--- src/rtl/skin_classifier_pipe.sv ---
// Two-stage skin/complexion classifier on a pixel stream with double-buffered
// thresholds (applied at start of frame) and saturating per-frame hit counters.
module skin_classifier_pipe #(
  parameter int              DW     = 10,
  parameter int              CW     = 20,
  parameter int              LAT    = 2,
  parameter logic [DW-1:0]   RST_T0 = 40,
  parameter logic [DW-1:0]   RST_T1 = 280,
  parameter logic [DW-1:0]   RST_T2 = 100,
  parameter logic [DW-1:0]   RST_T3 = 400,
  parameter logic [DW-1:0]   RST_T4 = 100,
  parameter logic [DW-1:0]   RST_T5 = 100,
  parameter logic [DW-1:0]   RST_T6 = 800
) (
  input  logic          iCLK,
  input  logic          iRST_N,
  input  logic          iValid,
  input  logic          iSOF,
  input  logic [DW-1:0] iRed,
  input  logic [DW-1:0] iGreen,
  input  logic [DW-1:0] iBlue,
  input  logic          iCfgWe,
  input  logic [2:0]    iCfgAddr,
  input  logic [DW-1:0] iCfgData,
  output logic          oValid,
  output logic [DW-1:0] oRed,
  output logic [DW-1:0] oGreen,
  output logic [DW-1:0] oBlue,
  output logic [1:0]    oIsSkin,
  output logic [CW-1:0] oCnt1,
  output logic [CW-1:0] oCnt0,
  output logic          oCntValid
);

  if (LAT != 2) begin : g_lat_check
    $error("skin_classifier_pipe: LAT must be 2");
  end

  localparam logic [DW-1:0] RST_T [7] = '{RST_T0, RST_T1, RST_T2, RST_T3,
                                          RST_T4, RST_T5, RST_T6};
  localparam logic signed [DW:0] ZERO = '0;

  logic [DW-1:0] shadow_q [7];
  logic [DW-1:0] active_q [7];
  logic [DW-1:0] thr_d    [7];
  logic [DW-1:0] thr1_q   [7];

  logic                 sof_acc;
  logic                 v1_q, sof1_q;
  logic [DW-1:0]        r1_q, g1_q, b1_q;
  logic signed [DW:0]   drg_d, dgr_d, drg1_q, dgr1_q;
  logic signed [DW:0]   rg_lo, rg_hi, gr_hi;
  logic                 c1, c0;

  logic                 valid_q, cntv_q;
  logic [DW-1:0]        red_q, green_q, blue_q;
  logic [1:0]           skin_q;
  logic [CW-1:0]        cnt1_q, cnt0_q, ocnt1_q, ocnt0_q;

  assign sof_acc = iValid && iSOF;

  // The SOF pixel must see the freshly promoted values, while pixels of the
  // closing frame still in flight keep theirs: thresholds travel with the pixel.
  always_comb begin
    for (int i = 0; i < 7; i++) begin
      thr_d[i] = sof_acc ? shadow_q[i] : active_q[i];
    end
  end

  always_ff @(posedge iCLK or negedge iRST_N) begin
    if (!iRST_N) begin
      for (int i = 0; i < 7; i++) begin
        shadow_q[i] <= RST_T[i];
        active_q[i] <= RST_T[i];
      end
    end else begin
      for (int i = 0; i < 7; i++) begin
        if (iCfgWe && iCfgAddr == 3'(i)) shadow_q[i] <= iCfgData;
        if (sof_acc) active_q[i] <= shadow_q[i];
      end
    end
  end

  // Stage 1: register pixel, compute signed differences (no unsigned wrap).
  assign drg_d = $signed({1'b0, iRed})   - $signed({1'b0, iGreen});
  assign dgr_d = $signed({1'b0, iGreen}) - $signed({1'b0, iRed});

  always_ff @(posedge iCLK or negedge iRST_N) begin
    if (!iRST_N) begin
      v1_q   <= 1'b0;
      sof1_q <= 1'b0;
      r1_q   <= '0;
      g1_q   <= '0;
      b1_q   <= '0;
      drg1_q <= '0;
      dgr1_q <= '0;
      for (int i = 0; i < 7; i++) thr1_q[i] <= RST_T[i];
    end else begin
      v1_q   <= iValid;
      sof1_q <= sof_acc;
      r1_q   <= iRed;
      g1_q   <= iGreen;
      b1_q   <= iBlue;
      drg1_q <= drg_d;
      dgr1_q <= dgr_d;
      for (int i = 0; i < 7; i++) thr1_q[i] <= thr_d[i];
    end
  end

  // Stage 2: strict comparisons against the thresholds carried with the pixel.
  assign rg_lo = $signed({1'b0, thr1_q[0]});
  assign rg_hi = $signed({1'b0, thr1_q[1]});
  assign gr_hi = $signed({1'b0, thr1_q[5]});

  assign c1 = (drg1_q > rg_lo) && (drg1_q < rg_hi) && (g1_q > b1_q) &&
              (b1_q > thr1_q[2]) && (b1_q < thr1_q[3]) && (r1_q > thr1_q[4]);
  assign c0 = (dgr1_q > ZERO) && (dgr1_q < gr_hi) && (b1_q < thr1_q[6]);

  always_ff @(posedge iCLK or negedge iRST_N) begin
    if (!iRST_N) begin
      valid_q <= 1'b0;
      red_q   <= '0;
      green_q <= '0;
      blue_q  <= '0;
      skin_q  <= 2'b00;
    end else begin
      valid_q <= v1_q;
      red_q   <= r1_q;
      green_q <= g1_q;
      blue_q  <= b1_q;
      skin_q  <= v1_q ? {c1, c0} : 2'b00;
    end
  end

  // Frame close publishes the running counts; the SOF pixel seeds the new frame.
  always_ff @(posedge iCLK or negedge iRST_N) begin
    if (!iRST_N) begin
      cnt1_q  <= '0;
      cnt0_q  <= '0;
      ocnt1_q <= '0;
      ocnt0_q <= '0;
      cntv_q  <= 1'b0;
    end else begin
      cntv_q <= 1'b0;
      if (v1_q) begin
        if (sof1_q) begin
          ocnt1_q <= cnt1_q;
          ocnt0_q <= cnt0_q;
          cntv_q  <= 1'b1;
          cnt1_q  <= {{(CW-1){1'b0}}, c1};
          cnt0_q  <= {{(CW-1){1'b0}}, c0};
        end else begin
          if (c1 && cnt1_q != '1) cnt1_q <= cnt1_q + 1'b1;
          if (c0 && cnt0_q != '1) cnt0_q <= cnt0_q + 1'b1;
        end
      end
    end
  end

  assign oValid    = valid_q;
  assign oRed      = red_q;
  assign oGreen    = green_q;
  assign oBlue     = blue_q;
  assign oIsSkin   = skin_q;
  assign oCnt1     = ocnt1_q;
  assign oCnt0     = ocnt0_q;
  assign oCntValid = cntv_q;

endmodule

--- config.mk ---
export PLATFORM = sky130hd
export DESIGN_NAME = skin_classifier_pipe
export DESIGN_NICKNAME = d
export VERILOG_FILES = /design/src/rtl/skin_classifier_pipe.sv
export SDC_FILE = /design/constraint.sdc
export NUM_CORES = 1
export LEC_CHECK = 0
export ABC_AREA = 1
export ABC_CLOCK_PERIOD_IN_PS = 2450
export CORE_ASPECT_RATIO = 1.25
export CORE_MARGIN = 3
export CORE_UTILIZATION = 45
export CTS_BUF_LIST = sky130_fd_sc_hd__clkbuf_2
export DETAILED_ROUTE_END_ITERATION = 12
export PLACE_DENSITY = 0.68
export REMOVE_ABC_BUFFERS = 1
export SLEW_MARGIN = 20
export SYNTH_ARGS = -nofsm -noshare
export SYNTH_HDL_FRONTEND = slang
export SYNTH_SLANG_ARGS = --single-unit
export TNS_END_PERCENT = 30
--- constraint.sdc ---
create_clock -name iCLK -period 2.45 [get_ports iCLK]
set_clock_uncertainty 0.05 [all_clocks]
set_input_delay 0.49 -clock iCLK [delete_from_list [all_inputs] [get_ports iCLK]]
set_output_delay 0.49 -clock iCLK [all_outputs]
set_load 0.03 [all_outputs]
Word level (Yosys, flattened, before mapping):

Index checks and enable logic that the tools add are counted.

* word-level logic and storage cells: 82
* input port bits: 48
* register bits: 308
* output and inout bits: 74

* add/subtract/negate cells: 4
* $lt $le $gt $ge: 9
* eq/ne operators: 8
* mux-type cells: 7
* reduce and logical (&&, ||, !) cells: 23

Operators with widths (count)
* $mux 20: 4
* $add 20x1->20 const B: 2
* $ne 20x20->1 const B: 2
* $gt 10x10->1: 3
* $lt 11x11->1: 2
* $sub 10x10->11: 2
* $lt 10x10->1: 2
* $logic_and 1x1->1: 17
* $gt 11x1->1 const B: 1
* $gt 11x11->1: 1
* $eq 3x3->1 const B: 3
* $eq 3x2->1 const B: 2
* $reduce_and 2->1: 3
* $reduce_bool 2->1: 2
* $eq 3x1->1 const B: 1
* $logic_not 3->1: 1
* $mux 1: 2
* $mux 2: 1

Logic depth before layout (Yosys ltp):

Gate-level depths: netlist of run 1.

* word-level depth: 9
* depth in mapped cells: 17
* gate-level depth less buffers: 16

Worst setup path after synthesis of run 1:

Ideal clock, no wire load.

* path type: reg2reg
* start point: register thr1_q[45] (netlist name)
* end point: register cnt1_q[10]
* path buffers: 1
* required time: 2334 ps
* library setup time: 66 ps
* path slack: 329 ps
* arrival time: 2004 ps
* stages on the path, launching flop included: 14
* clock period less this slack: 2121 ps
* cell sequence: dfstp_2 -> inv_1 -> ha_1 -> nand2_1 -> nor2_1 -> nand3_1 -> nand3_1 -> nand3_1 -> nor3_1 -> nand4_1 -> nand2_1 -> clkbuf_1 -> nand3_1 -> nand2_1

* word-level cells in the longest chain between the ends: 7

Ends and longest elaborated chain
* start: declaration: RTL line 46 `logic [DW-1:0] thr1_q [7];`
* $gt 10x10->1: RTL line 116 `(b1_q > thr1_q[2]) && (b1_q < thr1_q[3]) && (r1_q > thr1_q[4]);`
* $logic_and 1x1->1: RTL line 115 `assign c1 = (drg1_q > rg_lo) && (drg1_q < rg_hi) && (g1_q > b1_q) &&`
* $logic_and 1x1->1 (2 in a row): RTL line 116
* $logic_and 1x1->1: RTL line 153 `if (c1 && cnt1_q != '1) cnt1_q <= cnt1_q + 1'b1;`
* $reduce_bool 2->1 (no line)
* $reduce_and 2->1 (no line)
* end signal: assignment: RTL line 150 `cnt1_q <= {{(CW-1){1'b0}}, c1};`
* end signal: assignment: RTL line 153
* end: declaration: RTL line 58 `logic [CW-1:0] cnt1_q, cnt0_q, ocnt1_q, ocnt0_q;`

No other way between the ends.
A chain may end at the register's enable or synchronous reset.

Final worst setup path of run 1:

* start point: register thr1_q[26] (netlist name)
* end point: register cnt1_q[12]

* word-level cells in the longest chain between the ends: 5

Ends and longest elaborated chain (RTL line)
* $gt 10x10->1: 116
* $logic_and 1x1->1: 116
* $logic_and 1x1->1: 153
* $reduce_bool 2->1 (no line)
* $reduce_and 2->1 (no line)

No other way between the ends.

==> results.py, run 1 <==
metrics = {
    "outcome": {
        "status": "finished clean",
    },
    "final_layout": {
        "final_common_cell": "nand2_1",
        "final_core_util_pct": 55.72,
        "area_growth_pct": 21.28,
        "nets": 1960,
        "layout_common_cells": "415 x nand2_1, 267 x dfrtp_1, 186 x inv_1",
        "drive_gt1_share_pct": 14.17,
    },
    "grt": {
        "grt_usage_pct": 21.01,
        "antenna_found_initial": 2,
        "grt_pass1_wl_um": 56580,
        "grt_pass1_vias": 11449,
        "overflow": 0,
        "grt_max_degree": 92,
    },
    "job": {
        "drv_cap": 0,
    },
    "power_and_ir_drop": {
        "power.leakage_uw": 0.008725,
        "power_density_mw_per_mm2": 687.9,
        "ir_drop_v": 0.0003803,
    },
    "logic_synthesis": {
        "synthTopCellsByArea": "dfrtp_1 47%, nand2_1 11%, ha_1 8.6%",
        "yosys.area_share.xor_xnor_pct": 2.270,
        "avgSynthCellArea_sq_um": 8.952,
        "synthFlopType": "dfrtp_1",
        "post-synth-top-area-fraction_pct": 46.79,
        "yosys.area_share.simple_pct": 18.80,
        "syn-cell-area_sq_mm": 0.01428,
        "synth_fa_ha_area_share_pct": 8.868,
        "ys_types": 37,
        "async_flop_share_pct": 100.0,
        "synth-seq-cells": 307,
        "ys_seq_area_share_pct": 54.15,
        "synth_top_cell_by_area": "dfrtp_1",
        "synth_compound_area_share_pct": 9.192,
        "ys_warn_count": 0,
        "synth_top_family_by_area": "simple AND/OR/NAND/NOR gates",
        "synthCells": 1595,
        "muxShareOfSynthArea_pct": 0,
        "synth_edf_count": 0,
    },
    "drt": {
        "wl_per_cell_um": 15.22,
        "drt_iter0_markers": 670,
        "finalWirelength_um": 34690,
        "postRouteAntennaNets": 0,
        "dr.pass1.iters": 8,
        "drcViolationCount": 0,
        "vias": 11456,
        "viasPerCell": 5.027,
    },
    "worst_setup_path": {
        "end_kind": "flop",
        "crit_path_max_incr_delay_ps": 540,
        "r2r-end": "cnt1_q[12]",
        "crit_slowest_cell": "dfstp_2",
        "path_cells": "inv_2, ha_1, nand2_2, nor2_1, nand3b_1, nand2_1, nor2_2, nand3_2, nor3_2, buf_4, nand4_1, nand2_4, clkbuf_16, nand3_2, nand2_1",
        "critical_path_peak_fanout": 5,
        "ff2ff_setup_slack_ps": 30,
        "crit-reg2reg-launch": "thr1_q[26]",
        "crit_family": "simple AND/OR/NAND/NOR gates",
        "path_buf_inv": 3,
        "worstSetupStartpointType": "flop",
        "crit_type": "reg -> reg",
        "critPathRequiredTime_ps": 3230,
        "cp.arrival_ps": 3200,
        "r2r_cells": 15,
    },
    "timing": {
        "rsz0062_at_grt": "yes",
        "maxSlewViolCount": 0,
        "tightest_slew_ps": 634.9,
        "finalSetupViolCount": 0,
        "min_period_ps": 2418,
        "period_share_pct": 98.70,
        "slew_headroom_pct": 57.67,
        "fin_ws_ps": 31.91,
        "tns_ps": 0,
        "hold_viol": 0,
        "fmax_mhz": 413.5,
    },
    "floorplan": {
        "die_h_um": 205.2,
        "core_sq_mm": 0.03108,
        "io_pins": 122,
        "std_cell_rows": 72,
        "die-area_sq_mm": 0.03392,
        "die_w_um": 165.3,
        "start_util_pct": 45.94,
    },
    "min_path": {
        "min_from": "iBlue[5]",
        "hold-path-cell-count": 1,
        "min_to": "b1_q[5]",
        "hp-class": "in -> reg",
    },
    "cts": {
        "clock-sinks": 307,
        "cts.path.max_buffers": 3,
        "worst_skew_pair.late_latency_ps": 910,
        "h-tree-depth": 3,
        "cts_made_buffers": 76,
        "root_buffer": "clkbuf_2",
        "cts_tree": "done",
        "cts.reportedPaths.clkPinSlew_ps": 100,
    },
    "placed_design": {
        "port_buffers": 121,
        "place_ws_ps": -186.3,
        "gp_congestion": 0.8918,
        "hpwl_um": 24150,
    },
}
through the flow:
stage	instances	total power [uW]	instance area, sq um	hold slack [ps]
after floorplan	1535	7678	14030	144.4
after global placement	2115	8574	16280	315.4
after detailed placement	2115	8670	16280	325.1
after CTS	2270	12000	17050	9.793
after global routing	2279	12770	17320	16.10
final	2279	11910	17320	72.79
metal layers:
layer / global-route usage (%) / wire length (um) / vias up
met5: 0 / 0 / -
met4: 8.380 / 1121 / 0
met3: 4.005 / 1663 / 82
met2: 36.97 / 17840 / 303
met1: 25.19 / 14070 / 5456
li1: - / - / 5615
cell usage after synthesis, drive strengths merged (2+ instances only):
master / count
a2111oi: 2
a211oi: 4
a21oi: 49
a31oi: 3
buf: 10
clkbuf: 50
dfrtp: 267
dfstp: 40
fa: 2
ha: 98
inv: 189
nand2: 426
nand3: 85
nand3b: 4
nand4: 18
nor2: 90
nor3: 16
nor4: 8
o21a: 5
o21ai: 186
xnor2: 3
xor2: 34
registers in the layout, indices dropped and copies added, names as in the netlist:
register / flops
sof1_q: 1
oGreen: 10
oBlue: 10
oRed: 10
oCnt0: 20
oValid: 1
b1_q: 10
rg_hi: 10
g1_q: 10
oCnt1: 20
cnt0_q: 20
gr_hi: 10
drg1_q: 10
cnt1_q: 20
oCntValid: 1
rg_lo: 10
r1_q: 10
thr1_q: 40
dgr1_q: 11
oIsSkin: 2
v1_q: 1
shadow_q: 70
how the worst max path moves through the flow:
stage	from	end	cells after the start
final	thr1_q[26]	cnt1_q[12]	15
after global routing	thr1_q[46]	cnt1_q[17]	15
after global placement	iRed[2]	dgr1_q[9]	10
after floorplan	v1_q	oCnt0[12]	4
after detailed placement	iRed[2]	dgr1_q[7]	10
after CTS	thr1_q[46]	cnt1_q[14]	16
power by group:
part	internal [uW]	switching (uW)
logic	970	1500
registers	5800	352
clock network	1250	2040
worst reg2reg max path, delay by kind of cell, from the launching register on:
kind          cells  cell delay [ps]
flops             1              540
buf+inv           3              350
simple gates     11             1200
fa+ha+maj         1              270
repair_timing:
action,4_1_cts,5_1_grt
hold buffers,19,0
resized for setup,69,36
pin swaps,0,31
gates cloned,0,5
setup endpoints to repair,69,40
setup buffers,0,2
hold endpoints to repair,256,0
final cells by class:
type | instances | area, sq um
Clock buffer | 115 | 575.6
Tap cell | 407 | 509.2
Inverter | 190 | 713.2
Clock inverter | 21 | 88.84
Fill cell | 2861 | 13760
Sequential cell | 307 | 7732
Timing Repair Buffer | 199 | 1969
Antenna cell | 2 | 5.005
Multi-Input combinational cell | 1038 | 5723
cell families (layout without fill, tap and decap cells):
logic type	count (synthesis)	count (layout)
adders and majority gates	100	100
AOI/OAI and AO/OA	253	253
other	0	2
DFF	307	307
and+or+nand+nor	648	648
buffers and inverters	250	525
xor gates and xnor gates	37	37
No activity file was read; power rests on OpenSTA's default activity.
==> inputs of run 2 (changes only) <==
PLACE_DENSITY = 0.74   (was 0.68)
==> run 2 against run 1 <==
Net effect:
- the flow now finishes with violations (negative setup slack)
- combinational power up 5%
- critical path depth fell by 1
- worst setup slack lost 69 ps
- routed wire length is 0.82% higher
- total power is 2.4% higher
- clock power grew 5%
- first-iteration DRC count is 19% higher
- global-route usage is 0.37 points lower
- register-to-register slack lost 70 ps
- count of clock-buffer cells in the layout is 6 lower
- core utilization is 0.89 points higher
- sequential share of layout area shrank 0.65 points
- highest routed layer unchanged
==> results.py, run 2 (synthesis gave the netlist of run 1 again) <==
metrics = {
    "outcome": {
        "status": "complete, but fails checks",
        "violations": "negative setup slack",
    },
    "cts": {
        "clock-sinks": 307,
        "worst_skew_pair.late_latency_ps": 900,
        "cts_made_buffers": 76,
        "cts.reportedPaths.clkPinSlew_ps": 110,
        "cts.path.max_buffers": 3,
        "root_buffer": "clkbuf_2",
        "h-tree-depth": 3,
        "cts_tree": "done",
    },
    "grt": {
        "grt_pass1_vias": 11538,
        "grt_pass1_wl_um": 56130,
        "antenna_found_initial": 1,
        "grt_usage_pct": 20.65,
        "grt_max_degree": 83,
        "overflow": 0,
    },
    "drt": {
        "drcViolationCount": 0,
        "wl_per_cell_um": 15.31,
        "drt_iter0_markers": 797,
        "finalWirelength_um": 34970,
        "dr.pass1.iters": 5,
        "viasPerCell": 5.067,
        "postRouteAntennaNets": 0,
        "vias": 11572,
    },
    "timing": {
        "fin_ws_ps": -36.89,
        "min_period_ps": 2487,
        "tightest_slew_ps": 547.6,
        "hold_viol": 0,
        "period_share_pct": 101.5,
        "finalSetupViolCount": 11,
        "slew_headroom_pct": 63.37,
        "rsz0062_at_grt": "yes",
        "maxSlewViolCount": 0,
        "fmax_mhz": 402.1,
    },
    "power_and_ir_drop": {
        "power.leakage_uw": 0.008764,
        "p_total_uw": 12200,
        "ir_drop_v": 0.0004110,
        "power_density_mw_per_mm2": 693.4,
    },
    "floorplan": {
        "die_w_um": 165.3,
        "core_sq_mm": 0.03108,
        "start_util_pct": 45.94,
        "die-area_sq_mm": 0.03392,
        "std_cell_rows": 72,
        "die_h_um": 205.2,
        "io_pins": 122,
    },
    "final_layout": {
        "fin_cells": 2284,
        "largest_reg_flops": 70,
        "layout_common_cells": "410 x nand2_1, 260 x dfrtp_1, 185 x inv_1",
        "largestRegisters": "shadow_q x70, thr1_q x40",
        "top_register": "shadow_q",
        "nets": 1962,
        "area_growth_pct": 23.20,
        "final_core_util_pct": 56.60,
        "final_common_cell": "nand2_1",
        "drive_gt1_share_pct": 15.23,
    },
    "worst_setup_path": {
        "cp.arrival_ps": 3240,
        "critical_path_peak_fanout": 5,
        "crit_family": "simple AND/OR/NAND/NOR gates",
        "crit_cells": 14,
        "path_cells": "inv_1, ha_4, nand2_4, nand3b_1, nand2_1, nor2_2, nand3_4, nor3_2, buf_4, nand4_1, nand2_4, clkbuf_16, nand3_1, nand2_1",
        "end_kind": "flop",
        "critPathRequiredTime_ps": 3200,
        "ff2ff_setup_slack_ps": -40,
        "crit_path_max_incr_delay_ps": 530,
        "crit_slowest_cell": "dfstp_2",
        "r2r-end": "cnt1_q[12]",
        "r2r_cells": 14,
        "worstSetupStartpointType": "flop",
        "path_buf_inv": 3,
        "crit-reg2reg-launch": "thr1_q[25]",
        "startpoint": "thr1_q[25]",
        "crit_type": "reg -> reg",
        "endpoint": "cnt1_q[12]",
    },
    "placed_design": {
        "hpwl_um": 24230,
        "gp_congestion": 0.9276,
        "port_buffers": 121,
        "place_inst": 2116,
    },
    "min_path": {
        "hp-class": "in -> reg",
    },
    "job": {
        "drv_cap": 0,
    },
}
-- run 2: cell count changes in the layout (fill, tap and decap cells not counted), sizes merged, moves of 2 or more --
cell           before  now
clkbuf            119  113
diode               2    6
clkdlybuf4s50      51   47
buf                56   58
bufinv              0    2
dlygate4sd2        69   72
clkinv             16   20
-- run 2: how the worst min path moves through the flow --
| stage | startpoint | depth (start not counted) | to | slack, ps |
|---|---|---|---|---|
| detailed placement | g1_q[7] | 0 | oGreen[7] | 330 |
| floorplan | iRST_N | 0 | b1_q[0] | 140 |
| global placement | g1_q[6] | 0 | oGreen[6] | 330 |
| CTS | iBlue[5] | 1 | b1_q[5] | 3 |
| global route | iBlue[5] | 1 | b1_q[5] | 10 |
| finish | iBlue[5] | 1 | b1_q[5] | 100 |
-- run 2: stage by stage --
step	TNS [ps]	setup slack, ps	cell area, sq um	hold slack [ps]
after floorplan	-69480	-663.9	14030	144.4
after global placement	-278.8	-114.4	16270	325.8
after detailed placement	-490.6	-152.8	16270	325.0
final	-161.1	-36.89	17590	104.0
after CTS	0	0.9508	17100	3.321
after global routing	-2726	-156.8	17590	9.776
-- run 2: area by class of cell --
type,instances,area (sq um)
Fill cell,2764,13490
Clock buffer,109,545.5
Timing Repair Buffer,201,1999
Inverter,190,713.2
Tap cell,407,509.2
Clock inverter,26,161.4
Antenna cell,6,15.01
Multi-Input combinational cell,1038,5907
Sequential cell,307,7741
-- run 2: what timing repair did --
action / 4_1_cts / 5_1_grt
endpoints found under the setup margin: 74 / 41
gates resized for setup: 73 / 71
gates cloned: 0 / 6
setup buffers: 0 / 2
pin swaps: 0 / 38
hold endpoints to repair: 294 / 0
hold buffers: 20 / 0
-- run 2: metal layers --
metal / wire length (um) / vias to the layer above / GRT usage (%)
li1: - / 5634 / -
met1: 13860 / 5538 / 24.41
met2: 18210 / 317 / 36.34
met3: 1676 / 83 / 3.701
met4: 1221 / 0 / 9.302
met5: 0 / - / 0
-- run 2: report_power, final --
part / leakage, uW / total (uW) / internal, uW / switching, uW
Sequential: 0.00381 / 6150 / 5800 / 355
Clock: 0.000533 / 3440 / 1410 / 2030
Combinational: 0.00442 / 2600 / 1020 / 1580
